[src/rtl/imem_uart_loader_pkg.sv]
// Shared constants for the UART boot loader: loader and receiver state encodings,
// default frame parameters and the word-to-byte-address helper.
package imem_uart_loader_pkg;

    localparam int          DATA_BITS     = 8;
    localparam logic [7:0]  SYNC_BYTE_DEF = 8'hA5;
    localparam int unsigned MAX_WORDS_DEF = 14;

    typedef logic [2:0] loader_state_t;
    localparam loader_state_t ST_WAIT_SYNC = 3'd0;
    localparam loader_state_t ST_GET_LEN   = 3'd1;
    localparam loader_state_t ST_GET_DATA  = 3'd2;
    localparam loader_state_t ST_WRITE     = 3'd3;
    localparam loader_state_t ST_DONE      = 3'd4;
    localparam loader_state_t ST_ERROR     = 3'd5;

    typedef logic [1:0] rx_state_t;
    localparam rx_state_t RX_IDLE  = 2'd0;
    localparam rx_state_t RX_START = 2'd1;
    localparam rx_state_t RX_DATA  = 2'd2;
    localparam rx_state_t RX_STOP  = 2'd3;

    function automatic logic [31:0] word_addr(input logic [3:0] idx);
        return {26'd0, idx, 2'b00};
    endfunction

endpackage

[src/rtl/imem_uart_loader_if.sv]
// Instruction-memory write port plus core hand-off status driven by the boot loader.
interface imem_uart_loader_if;
    logic        we;
    logic [31:0] a;
    logic [31:0] wd;
    logic        loading;
    logic        core_rst_n;
    logic        load_err;

    modport master (output we, a, wd, loading, core_rst_n, load_err);
    modport slave  (input  we, a, wd, loading, core_rst_n, load_err);
endinterface

[src/rtl/imem_uart_loader_uart_rx.sv]
// 8N1 UART receiver: synchronised RX, mid-bit sampling via a down-counter,
// one-cycle rx_valid or rx_ferr pulse at the stop-bit sample.
module uart_rx
    import imem_uart_loader_pkg::*;
#(
    parameter int CLKS_PER_BIT = 87
) (
    input  logic       clk,
    input  logic       rst_n,
    input  logic       rx,
    output logic [7:0] rx_byte,
    output logic       rx_valid,
    output logic       rx_ferr
);

    localparam logic [15:0] HALF_CNT = 16'(CLKS_PER_BIT / 2 - 1);
    localparam logic [15:0] FULL_CNT = 16'(CLKS_PER_BIT - 1);
    localparam logic [2:0]  LAST_BIT = 3'(DATA_BITS - 1);

    logic        rx_meta;
    logic        rx_s;
    logic        rx_prev;
    rx_state_t   state;
    logic [15:0] cnt;
    logic [2:0]  bit_idx;
    logic [7:0]  shreg;

    always_ff @(posedge clk or negedge rst_n) begin
        if (!rst_n) begin
            rx_meta  <= 1'b1;
            rx_s     <= 1'b1;
            rx_prev  <= 1'b1;
            state    <= RX_IDLE;
            cnt      <= '0;
            bit_idx  <= '0;
            shreg    <= '0;
            rx_byte  <= '0;
            rx_valid <= 1'b0;
            rx_ferr  <= 1'b0;
        end else begin
            rx_meta  <= rx;
            rx_s     <= rx_meta;
            rx_prev  <= rx_s;
            rx_valid <= 1'b0;
            rx_ferr  <= 1'b0;
            case (state)
                RX_IDLE: begin
                    if (rx_prev && !rx_s) begin
                        cnt   <= HALF_CNT;
                        state <= RX_START;
                    end
                end
                RX_START: begin
                    if (cnt != 16'd0) begin
                        cnt <= cnt - 16'd1;
                    end else if (rx_s) begin
                        // start bit went high again by mid-bit: a glitch, not a frame
                        state <= RX_IDLE;
                    end else begin
                        cnt     <= FULL_CNT;
                        bit_idx <= '0;
                        state   <= RX_DATA;
                    end
                end
                RX_DATA: begin
                    if (cnt != 16'd0) begin
                        cnt <= cnt - 16'd1;
                    end else begin
                        shreg <= {rx_s, shreg[7:1]};
                        cnt   <= FULL_CNT;
                        if (bit_idx == LAST_BIT) state <= RX_STOP;
                        else                     bit_idx <= bit_idx + 3'd1;
                    end
                end
                RX_STOP: begin
                    if (cnt != 16'd0) begin
                        cnt <= cnt - 16'd1;
                    end else begin
                        if (rx_s) begin
                            rx_valid <= 1'b1;
                            rx_byte  <= shreg;
                        end else begin
                            rx_ferr <= 1'b1;
                        end
                        state <= RX_IDLE;
                    end
                end
                default: state <= RX_IDLE;
            endcase
        end
    end

endmodule

[src/rtl/imem_uart_loader.sv]
// UART boot loader: parses SYNC/N/data frames, writes little-endian words into
// instruction memory and holds the core in reset until a full image is loaded.
module imem_uart_loader
    import imem_uart_loader_pkg::*;
#(
    parameter int          CLKS_PER_BIT = 87,
    parameter int unsigned MAX_WORDS    = MAX_WORDS_DEF,
    parameter logic [7:0]  SYNC_BYTE    = SYNC_BYTE_DEF
) (
    input  logic               clk,
    input  logic               rst_n,
    input  logic               rx,
    imem_uart_loader_if.master imem
);

    logic [7:0]    rx_byte;
    logic          rx_valid;
    logic          rx_ferr;
    loader_state_t state;
    logic [3:0]    n_words;
    logic [3:0]    word_idx;
    logic [1:0]    byte_idx;
    logic [23:0]   word_reg;
    logic          sync_seen;

    uart_rx #(.CLKS_PER_BIT(CLKS_PER_BIT)) u_rx (
        .clk      (clk),
        .rst_n    (rst_n),
        .rx       (rx),
        .rx_byte  (rx_byte),
        .rx_valid (rx_valid),
        .rx_ferr  (rx_ferr)
    );

    assign sync_seen = rx_valid && (rx_byte == SYNC_BYTE);

    always_ff @(posedge clk or negedge rst_n) begin
        if (!rst_n) begin
            state           <= ST_WAIT_SYNC;
            n_words         <= '0;
            word_idx        <= '0;
            byte_idx        <= '0;
            word_reg        <= '0;
            imem.we         <= 1'b0;
            imem.a          <= '0;
            imem.wd         <= '0;
            imem.loading    <= 1'b1;
            imem.core_rst_n <= 1'b0;
            imem.load_err   <= 1'b0;
        end else begin
            imem.we <= 1'b0;
            case (state)
                ST_WAIT_SYNC: begin
                    if (sync_seen) state <= ST_GET_LEN;
                end
                ST_GET_LEN: begin
                    if (rx_valid) begin
                        if (rx_byte == 8'd0 || {24'd0, rx_byte} > MAX_WORDS) begin
                            imem.load_err <= 1'b1;
                            state         <= ST_ERROR;
                        end else begin
                            n_words  <= rx_byte[3:0];
                            word_idx <= '0;
                            byte_idx <= '0;
                            state    <= ST_GET_DATA;
                        end
                    end
                end
                ST_GET_DATA: begin
                    if (rx_ferr) begin
                        imem.load_err <= 1'b1;
                        state         <= ST_ERROR;
                    end else if (rx_valid) begin
                        byte_idx <= byte_idx + 2'd1;
                        case (byte_idx)
                            2'd0: word_reg[7:0]   <= rx_byte;
                            2'd1: word_reg[15:8]  <= rx_byte;
                            2'd2: word_reg[23:16] <= rx_byte;
                            default: begin
                                // the top byte goes straight to the write port
                                imem.we <= 1'b1;
                                imem.a  <= word_addr(word_idx);
                                imem.wd <= {rx_byte, word_reg};
                                state   <= ST_WRITE;
                            end
                        endcase
                    end
                end
                ST_WRITE: begin
                    word_idx <= word_idx + 4'd1;
                    if (word_idx == n_words - 4'd1) begin
                        imem.loading    <= 1'b0;
                        imem.core_rst_n <= 1'b1;
                        state           <= ST_DONE;
                    end else begin
                        state <= ST_GET_DATA;
                    end
                end
                ST_DONE: begin
                    if (sync_seen) begin
                        imem.loading    <= 1'b1;
                        imem.core_rst_n <= 1'b0;
                        state           <= ST_GET_LEN;
                    end
                end
                ST_ERROR: begin
                    if (sync_seen) begin
                        imem.load_err <= 1'b0;
                        state         <= ST_GET_LEN;
                    end
                end
                default: state <= ST_WAIT_SYNC;
            endcase
        end
    end

endmodule

[src/flat_wrapper.sv]
// flat-port wrapper written by rule: the top's interface ports become plain ports
module imem_uart_loader_flat import imem_uart_loader_pkg::*;
#(
    parameter int          CLKS_PER_BIT = 87,
    parameter int unsigned MAX_WORDS    = MAX_WORDS_DEF,
    parameter logic [7:0]  SYNC_BYTE    = SYNC_BYTE_DEF
)
  (clk, rst_n, rx, imem_we, imem_a, imem_wd, imem_loading, imem_core_rst_n, imem_load_err);
  imem_uart_loader_if imem_i ();
  input  logic clk;
  input  logic rst_n;
  input  logic rx;
  output wire logic [$bits(imem_i.we)-1:0] imem_we;
  output wire logic [$bits(imem_i.a)-1:0] imem_a;
  output wire logic [$bits(imem_i.wd)-1:0] imem_wd;
  output wire logic [$bits(imem_i.loading)-1:0] imem_loading;
  output wire logic [$bits(imem_i.core_rst_n)-1:0] imem_core_rst_n;
  output wire logic [$bits(imem_i.load_err)-1:0] imem_load_err;
  assign imem_we = imem_i.we;
  assign imem_a = imem_i.a;
  assign imem_wd = imem_i.wd;
  assign imem_loading = imem_i.loading;
  assign imem_core_rst_n = imem_i.core_rst_n;
  assign imem_load_err = imem_i.load_err;
  imem_uart_loader #(.CLKS_PER_BIT(CLKS_PER_BIT), .MAX_WORDS(MAX_WORDS), .SYNC_BYTE(SYNC_BYTE)) u_core (.clk(clk), .rst_n(rst_n), .rx(rx), .imem(imem_i));
endmodule
[config.mk]
export PLATFORM = sky130hd
export DESIGN_NAME = imem_uart_loader_flat
export DESIGN_NICKNAME = d
export VERILOG_FILES = /design/src/rtl/imem_uart_loader_pkg.sv /design/src/rtl/imem_uart_loader_if.sv /design/src/rtl/imem_uart_loader_uart_rx.sv /design/src/rtl/imem_uart_loader.sv /design/src/flat_wrapper.sv
export SDC_FILE = /design/constraint.sdc
export NUM_CORES = 1
export LEC_CHECK = 0
export BUFFER_PORTS_ARGS = -buffer_cell sky130_fd_sc_hd__buf_2
export CAP_MARGIN = 10
export CORE_UTILIZATION = 45
export DETAILED_ROUTE_END_ITERATION = 12
export PLACE_DENSITY = 0.61
export SLEW_MARGIN = 25
export SYNTH_ARGS = -nofsm -noshare
export SYNTH_HDL_FRONTEND = slang
export SYNTH_HIERARCHICAL = 1
export SYNTH_SLANG_ARGS = --single-unit
[constraint.sdc]
create_clock -name clk -period 5.8 [get_ports clk]
set_input_delay 0.87 -clock clk [delete_from_list [all_inputs] [get_ports clk]]
set_output_delay 0.87 -clock clk [all_outputs]
set_load 0.005 [all_outputs]
==> results of run 1 <==
-- placed cells by master (no fill, tap or decap), types with 6 or more instances in the layout --
cell / synthesis / final
dfrtp_1: 115 / 115
mux2_4: 25 / 25
ha_1: 14 / 14
nand2_1: 33 / 33
conb_1: 1 / 28
nor4_1: 8 / 8
o21ai_0: 17 / 17
mux2_2: 55 / 55
nand3_1: 11 / 11
nor2_1: 14 / 14
buf_2: 4 / 41
a21oi_1: 10 / 10
inv_1: 12 / 12
clkbuf_16: 0 / 17
nor3_1: 6 / 6
o211ai_1: 6 / 6
-- how the worst max path moves through the flow --
stage                                  end                 from  slack, ns  cells past startpoint
floorplan           u_core/u_rx/rx_byte[0]  u_core/u_rx/cnt[11]       3.38                      7
global placement        u_core/u_rx/cnt[5]  u_core/u_rx/cnt[11]       3.11                      5
detailed placement      u_core/u_rx/cnt[5]   u_core/u_rx/cnt[9]       3.08                      5
CTS                     u_core/u_rx/cnt[5]   u_core/u_rx/cnt[9]       3.06                      5
global route                          flop   u_core/u_rx/cnt[0]       2.79                      7
finish                  u_core/u_rx/cnt[5]   u_core/u_rx/cnt[9]       3.06                      5
-- cell usage after synthesis, types with 2 or more instances --
cell and instances:
o31ai_1 5, nor3_1 6, dfstp_2 4, nand2_2 2
nand2b_1 3, inv_1 12, a21oi_1 10, nand4_1 3
and3_1 4, mux2_4 25, nand3_1 11, o21ai_0 17
nor2_1 14, nand2_1 33, clkbuf_1 5, buf_2 4
nor4_1 8, a21o_1 3, and2_1 2, o41ai_1 3
or3_1 4, buf_6 5, a22o_1 4, o21a_1 5
or4_1 5, o32ai_1 2, dfrtp_1 115, nor3b_1 2
buf_4 29, a31oi_1 2, ha_1 14, nor4b_1 2
xnor2_1 3, o211ai_1 6, o311ai_0 2, mux2_2 55
or2_2 2
-- layer usage --
metal  global-route usage (%)  part of all wire [%]  vias up
li1                         -                     -     1697
met1                    21.19                    43     1795
met2                    29.21                    51       82
met3                    4.744                   3.4       19
met4                    8.398                   2.1        0
met5                        0                     0        -
-- cells by family (layout without fill, tap and decap cells) --
kind of cell / Yosys count / count (layout) / share of synthesized area, %
AOI/OAI and AO/OA: 71 / 71 / 8.823
xor gates and xnor gates: 5 / 5 / 1.026
adders and majority gates: 14 / 14 / 3.057
buffers and inverters: 56 / 87 / 6.595
DFF: 119 / 119 / 52.06
muxes: 81 / 81 / 17.54
other: 1 / 28 / 0.06545
and+or+nand+nor: 110 / 110 / 10.83
-- critical path, delay by kind of cell (launching register included) --
kind / cells / cell delay, ns
AND/OR/NAND/NOR: 2 / 1.20
AO/OA/AOI/OAI: 3 / 0.99
flip-flops: 1 / 0.43
-- power by group --
group	leakage (nW)	switching (mW)	total (mW)	internal, mW
combinational	1.43	0.340	0.526	0.186
clock	0.289	0.359	1.06	0.698
sequential	1.64	0.0552	0.936	0.881
-- final cells by class --
cell class                 instances  area share [%]
sequential                       119           45.59
multi-input combinational        309           37.83
clock buffer                      21           7.038
timing repair buffer              43           3.366
tap                              168           3.213
clock inverter                    11           2.276
inverter                          12          0.6885
-- metrics by stage --
stage               area [sq um]  cells  setup slack, ns  power (mW)
floorplan                   5831    484            3.375       1.370
global placement            5928    651            3.105       1.463
detailed placement          5928    651            3.077       1.471
CTS                         6538    683            3.064       2.542
global route                6543    683            2.795       2.660
finish                      6543    683            3.059       2.519
==> impl_metrics.env, run 1 <==
export IMPL_dieHeight_microns=114.8
export IMPL_worstSetupPathType="flop to flop"
export IMPL_drt_wl_total_mm=10.44
export IMPL_synth_area_per_cell_sq_um=12.54
export IMPL_drc=0
export IMPL_grt_pass1_wl_mm=17.76
export IMPL_fillers=1086
export IMPL_dr_pass1_iters=4
export IMPL_critPathMaxStageDelay_ns=0.61
export IMPL_die_area_sq_mm=0.01319
export IMPL_cts_tree="yes"
export IMPL_die_x_microns=114.8
export IMPL_drt_iter0_drc=178
export IMPL_path_max_fanout=16
export IMPL_slew_headroom_pct=36.41
export IMPL_largest_register_ffs=32
export IMPL_rsz0062_at_grt="false"
export IMPL_worstHoldStart="u_core/u_rx/rx_meta"
export IMPL_cp_end_kind="flop"
export IMPL_antenna_found_initial=0
export IMPL_synth_cells=457
export IMPL_fin_crit_sh_pct=47.27
export IMPL_ios=71
export IMPL_cp_required_ns=6.09
export IMPL_synth_edf_count=0
export IMPL_clock_sinks=119
export IMPL_leakagePower_nw=3.358
export IMPL_diodes=0
export IMPL_yosysSeqAreaShare_pct=52.06
export IMPL_ff2ff_setup_slack_ns=3.06
export IMPL_cts_buffers=17
export IMPL_netlist_area_sq_mm=0.005729
export IMPL_post_cts_setup_buffer_count=0
export IMPL_first_global_vias=3588
export IMPL_period_minus_slack_ns=2.741
export IMPL_yosysWarnings=6
export IMPL_post_dp_hpwl_mm=7.060
export IMPL_port_buffers=42
export IMPL_vias=3593
export IMPL_holdWs_ns=0.3558
export IMPL_hold_depth=0
export IMPL_fp_row_count=40
export IMPL_nets=519
export IMPL_worstMarginPinSlew_ns=0.9452
export IMPL_rr_worst_depth=5
export IMPL_seqCellArea_sq_mm=0.002983
export IMPL_core_sq_mm=0.01221
export IMPL_skew_ns=0.008192
export IMPL_cp_arrival_ns=3.03
export IMPL_multi_input_area_sq_mm=0.002475
export IMPL_finalSetupViolCount=0
export IMPL_grt_usage_pct=17.54
export IMPL_r2r_start="u_core/u_rx/cnt[9]"
export IMPL_hold_viol=0
export IMPL_whs_endpoint="u_core/u_rx/rx_s"
export IMPL_setup_tns_ns=0
export IMPL_gp_congestion=0.8523
export IMPL_fmax_ghz=0.3648
export IMPL_root_buffer="clkbuf_16"
export IMPL_r2r_end="u_core/u_rx/cnt[5]"
export IMPL_p_per_area_mw_per_mm2=385.0
export IMPL_holdCritPathClass="flop to flop"
export IMPL_start_kind="flop"
export IMPL_holdBufCountCts=0
export IMPL_slowest_stage="o31ai_4"
export IMPL_initial_core_util_pct=46.92
export IMPL_peakVddDrop_mv=0.2924
export IMPL_postRouteAntennaNets=0
export IMPL_grt_start_max_net_pins=64
export IMPL_drv_slew=0
export IMPL_cts_clk_slew_worst_paths_ns=0.05
export IMPL_cts_path_max_buffers=2
export IMPL_critical_path_cell_chain="or4_1 > or4_4 > o31ai_4 > o31ai_1 > a31o_1"
export IMPL_htree_levels=4
export IMPL_ys_flop_type="dfrtp_1"
export IMPL_synth_seq_cells=119
export IMPL_drive_gt1_share_pct=32.82
export IMPL_async_flop_share_pct=100.0
export IMPL_vias_per_cell=5.261
export IMPL_wl_per_cell_microns=15.28
export IMPL_yosys_area_top_type="dfrtp_1"
export IMPL_grt_ovfl_total=0
export IMPL_cts_resized=0
export IMPL_synth_area_leaders="dfrtp_1, mux2_2, mux2_4, buf_4, ha_1"
export IMPL_cap_viol_max_count=0
export IMPL_synthToLayoutAreaGrowth_pct=14.20
export IMPL_clock_latency_ns=0.41
export IMPL_synth_top_cell_area_share_pct=50.23
export IMPL_netlist_cell_type_count=63
export IMPL_status="finished clean"
export IMPL_finalCoreUtilization_pct=53.58
Power figures use the tool's default switching activity.
==> run 2, diff against run 1 <==
ABC_AREA = 1   (was not set)
PLACE_DENSITY = 0.64   (was 0.61)
clock period = 2.5 ns   (was 5.8 ns; I/O delays follow)
==> run 2 against run 1 <==
  * Synthesized cell count grew 58%
  * Sequential cell count stayed put
  * Register-to-register slack worse by 2.5 ns
  * Largest power group unchanged
  * Highest routed layer unchanged
==> impl_metrics.env, run 2 <==
export IMPL_dieHeight_microns=119.2
export IMPL_synthToLayoutAreaGrowth_pct=13.42
export IMPL_hold_viol=0
export IMPL_vias=4572
export IMPL_post_dp_hpwl_mm=8.411
export IMPL_ios=71
export IMPL_yosysSeqAreaShare_pct=48.26
export IMPL_layout_common_cells="nand2_1, dfrtp_1, inv_1"
export IMPL_layout_commonest_cell="nand2_1"
export IMPL_fillers=1227
export IMPL_start_kind="flop"
export IMPL_postRouteAntennaNets=0
export IMPL_die_area_sq_mm=0.01421
export IMPL_largest_register_ffs=32
export IMPL_root_buffer="clkbuf_16"
export IMPL_synth_area_per_cell_sq_um=8.561
export IMPL_met1_length_mm=5.393
export IMPL_drv_slew=0
export IMPL_skew_ns=0.007018
export IMPL_cp_required_ns=2.78
export IMPL_first_global_vias=4467
export IMPL_yosysWarnings=6
export IMPL_vias_per_cell=4.767
export IMPL_cp_arrival_ns=2.18
export IMPL_drive_gt1_share_pct=19.54
export IMPL_drt_wl_total_mm=11.87
export IMPL_cts_buffers=17
export IMPL_cap_viol_max_count=0
export IMPL_power_mw=5.642
export IMPL_rsz0062_at_grt="false"
export IMPL_wl_met2_mm=5.804
export IMPL_holdCritPathClass="primary input to flop"
export IMPL_setup_tns_ns=0
export IMPL_critPathMaxStageDelay_ns=0.45
export IMPL_path_max_fanout=30
export IMPL_ys_flop_type="dfrtp_1"
export IMPL_port_buffers=42
export IMPL_finalSetupViolCount=0
export IMPL_synthTopCellsByCount="nand2_1, dfrtp_1, inv_1"
export IMPL_multi_input_area_sq_mm=0.002545
export IMPL_die_x_microns=119.2
export IMPL_synthMostInstantiatedCell="nand2_1"
export IMPL_grt_start_max_net_pins=72
export IMPL_wl_met3_microns=486
export IMPL_clock_latency_ns=0.41
export IMPL_nets=787
export IMPL_leakagePower_nw=3.574
export IMPL_worstMarginPinSlew_ns=0.5179
export IMPL_startpoint="u_core/state[2]"
export IMPL_cp_end_kind="flop"
export IMPL_holdWs_ns=0.06404
export IMPL_peakVddDrop_mv=0.6103
export IMPL_dr_pass1_iters=5
export IMPL_diodes=0
export IMPL_yosys_area_top_type="dfrtp_1"
export IMPL_synth_area_leaders="dfrtp_1, nand2_1, o21ai_2, inv_1, buf_4"
export IMPL_synth_edf_count=0
export IMPL_async_flop_share_pct=100.0
export IMPL_grt_ovfl_total=0
export IMPL_grt_usage_pct=18.34
export IMPL_post_cts_setup_buffer_count=0
export IMPL_synth_cells=722
export IMPL_r2r_start="u_core/state[2]"
export IMPL_path_buf_inv=2
export IMPL_status="finished clean"
export IMPL_critical_path_cell_chain="nor3_4 > nand2_4 > inv_2 > nand3_4 > buf_4 > nand2_1 > o21ai_2"
export IMPL_fin_crit_sh_pct=76.00
export IMPL_initial_core_util_pct=46.49
export IMPL_fmax_ghz=0.5263
export IMPL_cts_tree="yes"
export IMPL_cts_path_max_buffers=2
export IMPL_seqCellArea_sq_mm=0.002983
export IMPL_slowest_stage="dfrtp_1"
export IMPL_worstHoldStart="rx"
export IMPL_core_sq_mm=0.01330
export IMPL_routed_top_layer="met4"
export IMPL_gp_congestion=0.8727
export IMPL_grt_pass1_wl_mm=20.39
export IMPL_drc=0
export IMPL_netlist_cell_type_count=36
export IMPL_worstSetupPathType="flop to flop"
export IMPL_antenna_found_initial=0
export IMPL_cts_clk_slew_worst_paths_ns=0.05
export IMPL_wl_per_cell_microns=12.38
export IMPL_drt_iter0_drc=275
export IMPL_fp_row_count=42
export IMPL_synth_seq_cells=119
export IMPL_synth_top_cell_area_share_pct=46.56
export IMPL_slew_headroom_pct=65.39
export IMPL_netlist_area_sq_mm=0.006181
export IMPL_clock_sinks=119
export IMPL_p_per_area_mw_per_mm2=804.8
export IMPL_htree_levels=4
export IMPL_crit_family="simple AND/OR/NAND/NOR gates"
export IMPL_period_minus_slack_ns=1.900
-- run 2: worst paths after layout --
path | endpoint | slack [ns] | depth (start not counted)
min in group asynchronous | u_core/word_reg[19] | 0.37 | 2
max reg2reg | u_core/imem.wd[1] | 0.60 | 7
min reg2reg | u_core/u_rx/rx_s | 0.36 | 0
max in group asynchronous | u_core/imem.loading | 1.42 | 3
min | u_core/u_rx/rx_meta | 0.06 | 1
max | u_core/imem.wd[1] | 0.60 | 7
-- run 2: through the flow --
stage	cells	util, %	area, sq um	worst slack [ns]
global placement	926	48.05	6389	0.6505
floorplan	749	-	6282	0.9168
CTS	959	52.73	7010	0.6108
finish	959	52.73	7010	0.5999
global route	959	52.73	7010	0.4446
detailed placement	926	48.05	6389	0.6211
-- run 2: metal layers --
| layer | vias to the layer above | global-route usage (%) |
|---|---|---|
| met5 | - | 0 |
| met4 | 0 | 8.782 |
| met3 | 15 | 4.933 |
| met2 | 123 | 29.14 |
| met1 | 2131 | 23.13 |
| li1 | 2303 | - |
-- run 2: logic make-up after synthesis --
logic type | share of synthesized area (%)
and+or+nand+nor | 24.37
adders and majority gates | 2.834
AOI/OAI and AO/OA | 11.28
other | 0.06067
DFF | 48.26
xor gates and xnor gates | 0.9919
buffers and inverters | 12.21
-- run 2: repair_timing --
item | 4_1_cts | 5_1_grt
resized for setup | 0 | 0
hold endpoints to repair | 16 | 0
hold buffers | 1 | 0
-- run 2: worst reg2reg max path, stage by stage, from the launching register on --
cell	delay, ns
dfrtp_1	0.45
nor3_4	0.41
nand2_4	0.10
inv_2	0.09
nand3_4	0.21
buf_4	0.34
nand2_1	0.12
o21ai_2	0.06
-- run 2: where the power goes --
part / internal [mW] / switching (mW) / leakage, nW
sequential: 2.01 / 0.0810 / 1.64
combinational: 0.324 / 0.733 / 1.64
clock: 1.67 / 0.822 / 0.297
total: 4.01 / 1.64 / 3.57
-- run 2: final cells by class --
| type | count | share of cell area [%] |
|---|---|---|
| clock buffers | 25 | 7.068 |
| clock inverters | 7 | 1.660 |
| inverters | 102 | 5.497 |
| multi-input cells | 483 | 36.30 |
| flip-flops and latches | 119 | 42.55 |
| well taps | 176 | 3.141 |
| repair buffers | 47 | 3.784 |
